**src/rtl/library_pkg.sv**
```systemverilog
// Shared types and default geometry for the coordinate library writer.
package library_pkg;

  localparam int COORD_W_DEF = 5;
  localparam int SLOT_N_DEF  = 26;
  localparam int DEPTH_W_DEF = 11;

  typedef enum logic {
    IDLE = 1'b0,
    REC  = 1'b1
  } state_t;

  typedef struct packed {
    logic [COORD_W_DEF-1:0] x;
    logic [COORD_W_DEF-1:0] y;
  } coord_t;

endpackage

```
**src/rtl/wrap_counter.sv**
```systemverilog
// Modulo counter; wrap flags the terminal value so the owner can clear it.
module wrap_counter #(
  parameter int MAX = 26,
  parameter int W   = $clog2(MAX)
) (
  input  logic         clk,
  input  logic         rst,
  input  logic         enable,
  input  logic         clear,
  output logic [W-1:0] count,
  output logic         wrap
);

  always_ff @(posedge clk) begin
    if (rst || clear) begin
      count <= '0;
    end else if (enable) begin
      count <= count + 1'b1;
    end
  end

  assign wrap = (count == W'(MAX - 1));

endmodule

```
**src/rtl/library_store_mc.sv**
```systemverilog
// Records start..deny sessions of (x,y) samples into the library RAM,
// one slot per committed record, addressed {slot,index}.
module library_store_mc
  import library_pkg::*;
#(
  parameter int  COORD_W = COORD_W_DEF,
  parameter int  SLOT_N  = SLOT_N_DEF,
  parameter int  DEPTH_W = DEPTH_W_DEF,
  localparam int SLOT_W  = $clog2(SLOT_N)
) (
  input  logic                      i_clk,
  input  logic                      i_rst,
  input  logic                      i_start,
  input  logic                      i_valid,
  input  logic [COORD_W-1:0]        i_x,
  input  logic [COORD_W-1:0]        i_y,
  input  logic                      i_deny,
  input  logic                      i_abort,
  output logic                      o_wr_en,
  output logic [SLOT_W+DEPTH_W-1:0] o_addr,
  output logic [COORD_W-1:0]        o_x,
  output logic [COORD_W-1:0]        o_y,
  output logic                      o_busy,
  output logic [SLOT_W-1:0]         o_slot,
  output logic [DEPTH_W:0]          o_len,
  output logic                      o_len_valid,
  output logic                      o_overflow
);

  state_t              state;
  logic [DEPTH_W:0]    index;
  logic [SLOT_W-1:0]   slot;
  logic                slot_adv;
  logic                slot_last;
  logic                full;

  // index saturates at 2**DEPTH_W, so its top bit alone marks a full record
  assign full     = index[DEPTH_W];
  assign slot_adv = (state == REC) && i_deny && !i_abort;

  wrap_counter #(
    .MAX (SLOT_N),
    .W   (SLOT_W)
  ) u_slot (
    .clk    (i_clk),
    .rst    (i_rst),
    .enable (slot_adv),
    .clear  (slot_adv && slot_last),
    .count  (slot),
    .wrap   (slot_last)
  );

  assign o_slot = slot;

  always_ff @(posedge i_clk) begin
    if (i_rst) begin
      state       <= IDLE;
      index       <= '0;
      o_wr_en     <= 1'b0;
      o_addr      <= '0;
      o_x         <= '0;
      o_y         <= '0;
      o_busy      <= 1'b0;
      o_len       <= '0;
      o_len_valid <= 1'b0;
      o_overflow  <= 1'b0;
    end else begin
      o_wr_en     <= 1'b0;
      o_addr      <= '0;
      o_x         <= '0;
      o_y         <= '0;
      o_len_valid <= 1'b0;
      unique case (state)
        IDLE: begin
          if (i_start) begin
            state      <= REC;
            o_busy     <= 1'b1;
            index      <= '0;
            o_overflow <= 1'b0;
          end
        end
        REC: begin
          if (i_abort) begin
            state  <= IDLE;
            o_busy <= 1'b0;
          end else if (i_deny) begin
            state       <= IDLE;
            o_busy      <= 1'b0;
            o_len       <= index;
            o_len_valid <= 1'b1;
          end else if (i_valid) begin
            if (!full) begin
              o_wr_en <= 1'b1;
              o_addr  <= {slot, index[DEPTH_W-1:0]};
              o_x     <= i_x;
              o_y     <= i_y;
              index   <= index + 1'b1;
            end else begin
              o_overflow <= 1'b1;
            end
          end
        end
        default: state <= IDLE;
      endcase
    end
  end

endmodule
```
**config.mk**
```make
export PLATFORM = sky130hd
export DESIGN_NAME = library_store_mc
export DESIGN_NICKNAME = d
export VERILOG_FILES = /design/src/rtl/library_pkg.sv /design/src/rtl/wrap_counter.sv /design/src/rtl/library_store_mc.sv
export SDC_FILE = /design/constraint.sdc
export NUM_CORES = 1
export LEC_CHECK = 0
export ABC_AREA = 1
export CAP_MARGIN = 20
export CORE_ASPECT_RATIO = 1.25
export CORE_MARGIN = 4
export CORE_UTILIZATION = 44
export CTS_BUF_LIST = sky130_fd_sc_hd__clkbuf_4
export DETAILED_ROUTE_END_ITERATION = 12
export GPL_ROUTABILITY_DRIVEN = 0
export GPL_TIMING_DRIVEN = 0
export HOLD_SLACK_MARGIN = 0.12
export PLACE_DENSITY = 0.78
export REMOVE_ABC_BUFFERS = 1
export SLEW_MARGIN = 5
export SYNTH_ARGS = -nofsm -noshare
export SYNTH_HDL_FRONTEND = slang
export SYNTH_SLANG_ARGS = --single-unit
export TNS_END_PERCENT = 10
```
**constraint.sdc**
```tcl
create_clock -name i_clk -period 1.08 [get_ports i_clk]
set_input_delay 0.162 -clock i_clk [delete_from_list [all_inputs] [get_ports i_clk]]
set_output_delay 0.162 -clock i_clk [all_outputs]
set_load 0.005 [all_outputs]
```
==> results of run 1 <==
## per-stage QoR
step / total power [W] / hold slack, ns / utilization / worst slack (ns)
floorplan: 0.00247 / 0.231 / - / -0.344
global placement: 0.00262 / 0.446 / 0.596 / -0.751
detailed placement: 0.00262 / 0.451 / 0.596 / -0.798
CTS: 0.00435 / 0.248 / 0.637 / -0.149
global route: 0.00454 / 0.254 / 0.652 / -0.310
finish: 0.00436 / 0.270 / 0.652 / -0.201
## flip-flops by register name, indices dropped and copies added (netlist names), 5 cells and up
register,cells
o_x,5
o_y,5
o_addr,16
o_len,12
index,12
u_slot.count,5
## worst register-to-register path, cell delays in order, from the launching register on
cell,delay [ns]
dfxtp_4,0.44
nand2_8,0.09
nor2_4,0.19
inv_4,0.10
nor2_4,0.10
nand4_1,0.13
a21oi_1,0.16
## area by class of cell
type | instances | share of cell area
clock buffers | 9 | 0.0217
repair buffers | 78 | 0.173
well taps | 60 | 0.0242
multi-input cells | 165 | 0.298
inverters | 44 | 0.0560
flip-flops and latches | 60 | 0.401
clock inverters | 7 | 0.0262
## power by group through the flow
| stage | registers, W | clock network, W | logic, W |
|---|---|---|---|
| after floorplan | 0.00233 | 0 | 0.000138 |
| after global placement | 0.00233 | 0 | 0.000289 |
| after detailed placement | 0.00233 | 0 | 0.000294 |
| after CTS | 0.00227 | 0.00173 | 0.000341 |
| after global routing | 0.00228 | 0.00186 | 0.000403 |
| final | 0.00228 | 0.00172 | 0.000368 |
## cell usage after synthesis, types with 2 or more instances
cell type | number | area, um2
o21ai_0 | 17 | 85.1
ha_1 | 3 | 37.5
nor2_1 | 50 | 188
buf_2 | 4 | 20.0
dfxtp_1 | 60 | 1200
inv_1 | 43 | 161
nand3_1 | 14 | 70.1
buf_6 | 2 | 22.5
nand2_1 | 32 | 120
a21oi_1 | 26 | 130
nand4_1 | 4 | 25.0
o21ai_1 | 4 | 20.0
nor3_1 | 5 | 25.0
## timing repair
item | 4_1_cts | 5_1_grt
setup buffers | 11 | 5
cloned | 2 | 0
pin swaps | 13 | 6
hold buffers | 0 | 0
endpoints found under the setup margin | 105 | 70
resized for setup | 233 | 35
## per-layer routing
metal  share of wire  vias to the layer above
li1                -                     1046
met1            0.39                      956
met2            0.50                       93
met3           0.069                       20
met4           0.036                        0
met5               0                        -
## cell families after synthesis
group | Yosys count | synth area share
flip-flops | 60 | 0.549
buffers and inverters | 51 | 0.0966
AO/OA/AOI/OAI | 49 | 0.115
AND/OR/NAND/NOR | 111 | 0.222
adder cells (fa/ha/maj) | 3 | 0.0172
## worst max-delay path by stage
| stage | start | slack, ns | to | cells past startpoint |
|---|---|---|---|---|
| detailed placement | i_deny | -0.80 | u_slot.count[2] | 6 |
| global placement | i_abort | -0.75 | o_addr[15] | 4 |
| floorplan | state | -0.34 | u_slot.count[4] | 5 |
| finish | state | -0.20 | u_slot.count[3] | 6 |
| CTS | state | -0.15 | u_slot.count[1] | 5 |
| global route | state | -0.31 | u_slot.count[3] | 6 |
==> impl_results.md, run 1 <==
- DPL Wire Length: 3.29 mm
- CTS max path bufs: 2
- Clk sink count: 60
- M1 GR Usage: 0.210
- Port bufs: 62
- Outcome: complete, but fails checks
- RSZ-0062 raised after global routing: true
- Clock share of power: 0.394
- Slew headroom: 0.713
- Area after DPL: 2840 um2
- Gr usage total: 0.197
- Layout Skew: 0.0158 ns
- Core ar.: 4760 um2
- Tightest Hold Check Type: input pin to flop
- Seq/Total Area, Yosys: 0.549
- CTS Buf Count: 9
- Max IR drop VDD: 0.938 mV
- Reg2Reg Capture Point: u_slot.count[3]
- Max-slew violation count: 0
- Top cell by count, worst path: nor2_4
- Hold depth: 3
- Post-DRT Antenna Nets: 0
- Die W: 71.1 um
- Netlist Area Pre-Place: 2190 um2
- Cells on worst reg2reg path: 6
- Largest delay share family, worst path: simple AND/OR/NAND/NOR gates
- Netlist cell types: 23
- H-tree levels: 3
- Switching share of power: 0.242
- Met3 Usage GRT: 0.0719
- Most frequent cells in the layout: nor2_1, buf_2, inv_1, dfxtp_1, nand2_1
- Largest net degree at the start of global routing: 16
- Mapped Cells: 274
- Synthesis warning total: 0
- Initial DRT Pass Iterations: 4
- Global-route wire length before repair: 9.40 mm
- Sequential cell area: 1250 um2
- Worst Slack Setup Final: -0.201 ns
- Row cnt: 28
- Inst Count DP: 389
- Via-to-Cell Ratio: 5.00
- Startpoint Class: flop
- Share of layout cells above drive strength 1: 0.369
- Die area: 6170 um2
- Initial Util: 0.459
- R2r setup slk: -0.20 ns
- Leading cell type in the layout, fill and taps excluded: nor2_1
- Fin. Hold Viols: 0
- Grt total ovfl: 0
- Later-pin clock latency in the skew report: 0.41 ns
- Final worst path period need: 1.28 ns
- Met2 usage: 0.334
- Initial antenna violation count: 0
- CTS Root Cell: clkbuf_4
- Initial DRC Count: 183
- Die H: 86.8 um
- Max Cap Violations: 0
- Setup crit end kind: flop
- Vias in the first global route: 2,060
- Layout overhead on the synthesized area: 42.0%
- WP buf/inv: 1
- Post-synth EDFFs: 0
- Final setup viols: 59
- DRC viols: 0
- Failing checks: negative setup slack
- Worst Path Required: 1.41 ns
- Cells along the critical path: nand2_8 > nor2_4 > inv_4 > nor2_4 > nand4_1 > a21oi_1
- Post-synth ARST share: 0
- Worst min-delay path startpoint: i_x[4]
- Layout filler cell count: 434
- Drt total wl: 5.98 mm
- Critical path fanouts, max: 7
- Hold Crit Endpoint: o_x[4]
- Clock-pin transition on the worst setup and hold timing paths: 0.11 ns
- TritonCTS clock tree: yes
- Fmax achieved: 780 MHz
- Critical path class: flop to flop
- Crit-path max cell delay: 0.44 ns
- WL/cell: 14.1 um
- Ys flop type: dfxtp_1
- Nets: 377
- Avg Cell Area, Syn: 7.99 um2
- Worst-Margin Slew: 0.431 ns
- Fin cells: 423
- Net Switching: 0.00106 W
- Comb pwr share: 0.084
- Setup TNS: -5.05 ns
- Sequential power share: 0.522
- RR Startpoint: state
- Leak: 1.36 nW
- Pint: 0.00330 W
- Critical-path top delay cell: dfxtp_4
- Via count: 2,115
- Busiest grt layer: met2
- Flops & latches, synth: 60
- # diodes: 0
- PwrDens: 1400 nW/um2
- Design area: 3110 um2
- Footprint of the multi-input gates: 926 um2
- Fin crit share: 1.19
- CP arrival: 1.61 ns
- # IOs: 63
Note: power is estimated with default switching activity, not from simulation.
==> run 2: changes to the inputs <==
--- a/config.mk
+++ b/config.mk
@@ -9,16 +9,16 @@
 export CAP_MARGIN = 20
 export CORE_ASPECT_RATIO = 1.25
 export CORE_MARGIN = 4
-export CORE_UTILIZATION = 44
+export CORE_UTILIZATION = 52
 export CTS_BUF_LIST = sky130_fd_sc_hd__clkbuf_4
 export DETAILED_ROUTE_END_ITERATION = 12
 export GPL_ROUTABILITY_DRIVEN = 0
 export GPL_TIMING_DRIVEN = 0
 export HOLD_SLACK_MARGIN = 0.12
-export PLACE_DENSITY = 0.78
+export PLACE_DENSITY = 0.86
 export REMOVE_ABC_BUFFERS = 1
 export SLEW_MARGIN = 5
 export SYNTH_ARGS = -nofsm -noshare
 export SYNTH_HDL_FRONTEND = slang
 export SYNTH_SLANG_ARGS = --single-unit
-export TNS_END_PERCENT = 10
+export TNS_END_PERCENT = 1
==> constraint.sdc (replaced) <==
create_clock -name i_clk -period 1.5 [get_ports i_clk]
set_input_delay 0.225 -clock i_clk [delete_from_list [all_inputs] [get_ports i_clk]]
set_output_delay 0.225 -clock i_clk [all_outputs]
set_load 0.005 [all_outputs]
==> impl_results.md, run 2 (synthesized netlist as in run 1, its figures left out) <==
- Outcome: completed (was complete, but fails checks)
- Max-slew violation count: 0 (unchanged)
- Layout overhead on the synthesized area: 41.3% (was 42.0%)
- RSZ-0062 raised after global routing: true (unchanged)
- Clock-pin transition on the worst setup and hold timing paths: 0.10 ns (was 0.11 ns)
- Fin cells: 405 (was 423)
- Tightest Hold Check Type: input pin to flop (unchanged)
- DRC viols: 0 (unchanged)
- WL/cell: 12.3 um (was 14.1 um)
- Most frequent cells in the layout: nor2_1, dfxtp_1, clkdlybuf4s50_1, inv_1, nand2_1 (was nor2_1, buf_2, inv_1, dfxtp_1, nand2_1)
- CP Launch Point: state (unchanged)
- Die area: 5320 um2 (was 6170 um2)
- TritonCTS clock tree: yes (unchanged)
- Gr usage total: 0.197 (about the same)
- Grt total ovfl: 0 (unchanged)
- Crit-path max cell delay: 0.43 ns (was 0.44 ns)
- Row cnt: 26 (was 28)
- Final worst path period need: 1.46 ns (was 1.28 ns)
- Global-route wire length before repair: 8.02 mm (was 9.40 mm)
- # diodes: 0 (unchanged)
- CP arrival: 1.76 ns (was 1.61 ns)
- Top flop regs: o_addr x16, index x12, o_len x12 (unchanged)
- Fmax achieved: 685 MHz (was 780 MHz)
- Max reg flops: 16 (unchanged)
- Worst min-delay path startpoint: i_x[3] (was i_x[4])
- CTS Root Cell: clkbuf_4 (unchanged)
- Setup slack at placement: -0.475 ns (was -0.798 ns)
- Initial antenna violation count: 0 (unchanged)
- CTS Buf Count: 9 (unchanged)
- Initial DRT Pass Iterations: 4 (unchanged)
- Vias in the first global route: 1,976 (was 2,060)
- CTS max path bufs: 2 (unchanged)
- Port bufs: 62 (unchanged)
- Cells on worst reg2reg path: 6 (unchanged)
- Critical-path top delay cell: dfxtp_4 (unchanged)
- Max Cap Violations: 0 (unchanged)
- Largest net degree at the start of global routing: 28 (was 16)
- Clk sink count: 60 (unchanged)
- Core ar.: 4070 um2 (was 4760 um2)
- Die W: 66.0 um (was 71.1 um)
- RR Startpoint: state (unchanged)
- Leak: 1.45 nW (was 1.36 nW)
- Max IR drop VDD: 0.802 mV (was 0.938 mV)
- Largest register by flop count: o_addr (unchanged)
- Area after DPL: 2830 um2 (was 2840 um2)
- Startpoint Class: flop (unchanged)
- Post-DRT Antenna Nets: 0 (unchanged)
- Hold depth: 3 (unchanged)
- Worst-Margin Slew: 0.602 ns (was 0.431 ns)
- Worst Slack Setup Final: 0.0402 ns (was -0.201 ns)
- Critical path depth in cells: 6 (unchanged)
- Critical path fanouts, max: 14 (was 7)
- Later-pin clock latency in the skew report: 0.39 ns (was 0.41 ns)
- Critical path class: flop to flop (unchanged)
- PwrDens: 999 nW/um2 (was 1400 nW/um2)
- Pwr Total: 0.00309 W (was 0.00436 W)
- Fin. Hold Viols: 0 (unchanged)
- Initial Util: 0.538 (was 0.459)
- Slew headroom: 0.598 (was 0.713)
- Setup crit end kind: flop (unchanged)
- Share of layout cells above drive strength 1: 0.120 (was 0.369)
- Final setup viols: 0 (was 59)
- Initial DRC Count: 90 (was 183)
- Inst Count DP: 385 (was 389)
- Via-to-Cell Ratio: 4.97 (was 5.00)
- Worst Path Required: 1.80 ns (was 1.41 ns)
- H-tree levels: 3 (unchanged)
- # IOs: 63 (unchanged)
- Via count: 2,013 (was 2,115)
- Die H: 80.5 um (was 86.8 um)
- WP buf/inv: 0 (was 1)
- Layout Skew: 0.0120 ns (was 0.0158 ns)
- Nets: 363 (was 377)
- DPL Wire Length: 3.29 mm (about the same)
- Design area: 3090 um2 (was 3110 um2)
- Cells along the critical path: nand2_4 > nor2_4 > nand3_1 > nor2_1 > nand2_1 > a21oi_1 (was nand2_8 > nor2_4 > inv_4 > nor2_4 > nand4_1 > a21oi_1)
- Setup TNS: 0 ns (was -5.05 ns)
- Largest delay share family, worst path: simple AND/OR/NAND/NOR gates (unchanged)
- Fin crit share: 0.973 (was 1.19)
- Drt total wl: 4.97 mm (was 5.98 mm)
run 2: cell count changes in the layout (fill, tap and decap cells not counted), sizes merged, moves of 3 or more:
cell and delta:
buf -54, dlymetal6s2s +14, clkdlybuf4s50 +34, clkbuf -3, dlygate4sd2 -3
run 2: area by class of cell:
type                            count  area (um2)
Sequential cell                    60        1220
Fill cell                         296         973
Inverter                           44         169
Clock buffer                       10        75.1
Clock inverter                      6        78.8
Multi-Input combinational cell    164         802
Timing Repair Buffer               65         676
Tap cell                           56        70.1
run 2: repair_timing:
action	CTS	global route
endpoints found under the setup margin	23	46
gates cloned	1	0
hold buffers	0	0
setup buffers	0	3
gates resized for setup	12	24
pin swaps	1	1
run 2: worst paths after layout:
| path | to | slack [ns] |
|---|---|---|
| worst max-delay path | u_slot.count[4] | 0.04 |
| worst max register to register | u_slot.count[4] | 0.04 |
| worst min-delay path | o_x[3] | 0.35 |
| worst min register to register | o_overflow | 0.46 |
run 2: power by group:
group | switching (W) | leakage (nW) | internal (W)
clock | 0.000541 | 0.0876 | 0.000682
combinational | 0.000122 | 0.868 | 0.000105
sequential | 0.0000228 | 0.491 | 0.00162
run 2: layer usage:
| layer | track usage | up-vias | share of wire |
|---|---|---|---|
| met2 | 0.348 | 69 | 0.50 |
| met5 | 0 | - | 0 |
| met1 | 0.196 | 927 | 0.39 |
| met4 | 0.108 | 0 | 0.025 |
| li1 | - | 1005 | - |
| met3 | 0.0713 | 12 | 0.075 |
run 2: tightest hold or removal path, stage by stage:
cell	delay, ns
clkdlybuf4s50_1	0.40
inv_1	0.05
nor2_1	0.04
run 2: stage by stage:
step / utilization / hold WS (ns)
after global routing: 0.761 / 0.326
after CTS: 0.741 / 0.328
after global placement: 0.697 / 0.446
after floorplan: - / 0.294
final: 0.761 / 0.350
after detailed placement: 0.697 / 0.443
==> run 3: changes to the inputs <==
--- a/config.mk
+++ b/config.mk
@@ -5,7 +5,6 @@
 export SDC_FILE = /design/constraint.sdc
 export NUM_CORES = 1
 export LEC_CHECK = 0
-export ABC_AREA = 1
 export CAP_MARGIN = 20
 export CORE_ASPECT_RATIO = 1.25
 export CORE_MARGIN = 4
@@ -15,7 +14,7 @@
 export GPL_ROUTABILITY_DRIVEN = 0
 export GPL_TIMING_DRIVEN = 0
 export HOLD_SLACK_MARGIN = 0.12
-export PLACE_DENSITY = 0.86
+export PLACE_DENSITY = 0.87
 export REMOVE_ABC_BUFFERS = 1
 export SLEW_MARGIN = 5
 export SYNTH_ARGS = -nofsm -noshare
==> impl_results.md, run 3 <==
- Top flop regs: o_addr x16, index x12, o_len x12 (unchanged)
- Setup slack at placement: -0.879 ns (was -0.475 ns)
- Max Cap Violations: 0 (unchanged)
- Die H: 79.1 um (was 80.5 um)
- Most numerous cell in the Yosys netlist: dfxtp_1 (unchanged)
- Largest register by flop count: o_addr (unchanged)
- Synth area leader: dfxtp_1 (unchanged)
- Final worst path period need: 1.57 ns (was 1.46 ns)
- Most frequent cells in the layout: clkdlybuf4s50_1, dfxtp_1, nand2_1, and2_1, a21oi_1 (was nor2_1, dfxtp_1, clkdlybuf4s50_1, inv_1, nand2_1)
- Outcome: complete, but fails checks (was completed)
- Critical Path End: index[5] (was u_slot.count[4])
- Clock-pin transition on the worst setup and hold timing paths: 0.10 ns (about the same)
- Worst Path Required: 1.81 ns (was 1.80 ns)
- Post-synth ARST share: 0 (unchanged)
- WL/cell: 15.4 um (was 12.3 um)
- Max reg flops: 16 (unchanged)
- Port bufs: 62 (unchanged)
- Die W: 64.9 um (was 66.0 um)
- Grt total ovfl: 0 (unchanged)
- Synthesis warning total: 0 (unchanged)
- H-tree levels: 3 (unchanged)
- Startpoint Class: flop (unchanged)
- Initial DRT Pass Iterations: 4 (unchanged)
- DPL Wire Length: 3.27 mm (was 3.29 mm)
- Cells along the critical path: nor4b_4 > buf_4 > a21oi_2 > or4_1 > a21oi_1 (was nand2_4 > nor2_4 > nand3_1 > nor2_1 > nand2_1 > a21oi_1)
- RSZ-0062 raised after global routing: true (unchanged)
- Slew headroom: 0.458 (was 0.598)
- Crit-path max cell delay: 0.49 ns (was 0.43 ns)
- Critical path fanouts, max: 5 (was 14)
- Via count: 1,875 (was 2,013)
- Inst Count DP: 328 (was 385)
- Fmax achieved: 636 MHz (was 685 MHz)
- R2r setup slk: -0.07 ns (was 0.04 ns)
- Fin crit share: 1.05 (was 0.973)
- Tightest Hold Check Type: input pin to flop (unchanged)
- Worst min-delay path startpoint: i_x[4] (was i_x[3])
- Failing checks: negative setup slack
- Final setup viols: 5 (was 0)
- CTS Buf Count: 9 (unchanged)
- Flops & latches, synth: 60 (unchanged)
- Leak: 1.43 nW (was 1.45 nW)
- Setup crit end kind: flop (unchanged)
- RR Startpoint: index[11] (was state)
- Later-pin clock latency in the skew report: 0.39 ns (about the same)
- Fin cells: 355 (was 405)
- Global-route wire length before repair: 8.33 mm (was 8.02 mm)
- Row cnt: 25 (was 26)
- Nets: 315 (was 363)
- Post-synth EDFFs: 0 (unchanged)
- Critical path class: flop to flop (unchanged)
- Netlist Area Pre-Place: 2110 um2 (was 2190 um2)
- Pwr Total: 0.00284 W (was 0.00309 W)
- Top cells by count, synth: dfxtp_1, nand2_1, and2_1, a21oi_1, nor2_1 (was dfxtp_1, nor2_1, inv_1, nand2_1, a21oi_1)
- Yosys top cell area share: 0.570 (was 0.549)
- DRC viols: 0 (unchanged)
- Reg2Reg Capture Point: index[5] (was u_slot.count[4])
- Vias in the first global route: 1,770 (was 1,976)
- Netlist cell types: 36 (was 23)
- Share of layout cells above drive strength 1: 0.216 (was 0.120)
- Layout overhead on the synthesized area: 48.4% (was 41.3%)
- Hold buffer count at CTS: 0 (unchanged)
- Ys flop type: dfxtp_1 (unchanged)
- TritonCTS clock tree: yes (unchanged)
- Worst-Margin Slew: 0.811 ns (was 0.602 ns)
- Gr usage total: 0.215 (was 0.197)
- Layout Skew: 0.0135 ns (was 0.0120 ns)
- Cells on worst reg2reg path: 5 (was 6)
- Avg Cell Area, Syn: 9.53 um2 (was 7.99 um2)
- # diodes: 0 (unchanged)
- Core ar.: 3850 um2 (was 4070 um2)
- Leading cell type in the layout, fill and taps excluded: clkdlybuf4s50_1
- Mapped Cells: 221 (was 274)
- Largest net degree at the start of global routing: 23 (was 28)
- Initial antenna violation count: 0 (unchanged)
- Die area: 5140 um2 (was 5320 um2)
- Drt total wl: 5.48 mm (was 4.97 mm)
- CP Launch Point: index[11] (was state)
- Worst Slack Setup Final: -0.0730 ns (was 0.0402 ns)
- PwrDens: 908 nW/um2 (was 999 nW/um2)
- Seq/Total Area, Yosys: 0.570 (was 0.549)
- Synth area leaders: dfxtp_1, and2_1, nand2_1 (was dfxtp_1, nor2_1, inv_1)
- CP arrival: 1.89 ns (was 1.76 ns)
- # IOs: 63 (unchanged)
- Critical-path top delay cell: or4_1 (was dfxtp_4)
- Max IR drop VDD: 1.01 mV (was 0.802 mV)
- Initial DRC Count: 92 (was 90)
- CTS Root Cell: clkbuf_4 (unchanged)
- Clk sink count: 60 (unchanged)
- Post-DRT Antenna Nets: 0 (unchanged)
- Via-to-Cell Ratio: 5.28 (was 4.97)
- Initial Util: 0.547 (was 0.538)
- Max-slew violation count: 0 (unchanged)
- CTS max path bufs: 2 (unchanged)
- Fin. Hold Viols: 0 (unchanged)
-- run 3: cell types whose count changed after synthesis, moves of 5 or more --
cell	delta
inv_1	-41
nor2_1	-32
and2_1	+26
o21ai_0	-13
nand3_1	-11
xor2_1	+5
-- run 3: worst min path at each step --
stage	end	slack (ns)	depth (start not counted)
2_1_floorplan	o_len[0]	0.29	1
3_3_place_gp	o_len[5]	0.44	2
3_5_place_dp	o_len[9]	0.45	2
4_1_cts	o_x[4]	0.37	2
5_1_grt	o_y[4]	0.37	2
6_report	o_x[4]	0.39	2
-- run 3: critical path: cells and delay by family, from the launching register on --
family	cells	cell delay, ns
and+or+nand+nor	2	0.73
DFF	1	0.37
AOI/OAI and AO/OA	2	0.21
buffers and inverters	1	0.18
-- run 3: layout make-up --
cell class,count,area [um2]
multi-input combinational,150,931
tap,54,67.6
clock inverter,6,55.1
clock buffer,10,75.1
sequential,60,1250
timing repair buffer,73,733
fill,234,723
inverter,2,7.51
-- run 3: through the flow --
| step | hold WS (ns) | TNS, ns | utilization | cell area, um2 |
|---|---|---|---|---|
| finish | 0.388 | -0.190 | 0.812 | 3120 |
| global route | 0.368 | -0.993 | 0.812 | 3120 |
| CTS | 0.368 | -0.108 | 0.778 | 2990 |
| detailed placement | 0.449 | -30.18 | 0.717 | 2760 |
| global placement | 0.444 | -34.66 | 0.715 | 2750 |
| floorplan | 0.294 | -4.01 | - | 2060 |
-- run 3: cells by family (layout without fill, tap and decap cells) --
family / after synthesis / after routing / share of synthesized area
XOR/XNOR: 6 / 6 / 0.0250
AND/OR/NAND/NOR: 102 / 102 / 0.254
flip-flops: 60 / 60 / 0.570
AO/OA/AOI/OAI: 37 / 38 / 0.103
adder cells (fa/ha/maj): 3 / 3 / 0.0178
buffers and inverters: 12 / 91 / 0.0238
multiplexers: 1 / 1 / 0.00535
-- run 3: where the power goes --
group	internal, W	total [W]	switching, W	leakage [nW]
clock network	0.000511	0.00110	0.000587	0.0712
logic	0.0000753	0.000143	0.0000673	0.857
registers	0.00158	0.00160	0.0000130	0.498
-- run 3: layer usage --
layer  vias up  global-route usage  routed length [um]
met2        80               0.363                2850
li1        904                   -                   -
met5         -                   0                   0
met1       871               0.234                2100
met3        20              0.0594                 340
met4         0               0.137                 196
-- run 3: what timing repair did --
action,CTS,global route
pin swaps,9,4
gates cloned,0,1
setup buffers,6,4
endpoints found under the setup margin,61,54
resized for setup,39,35
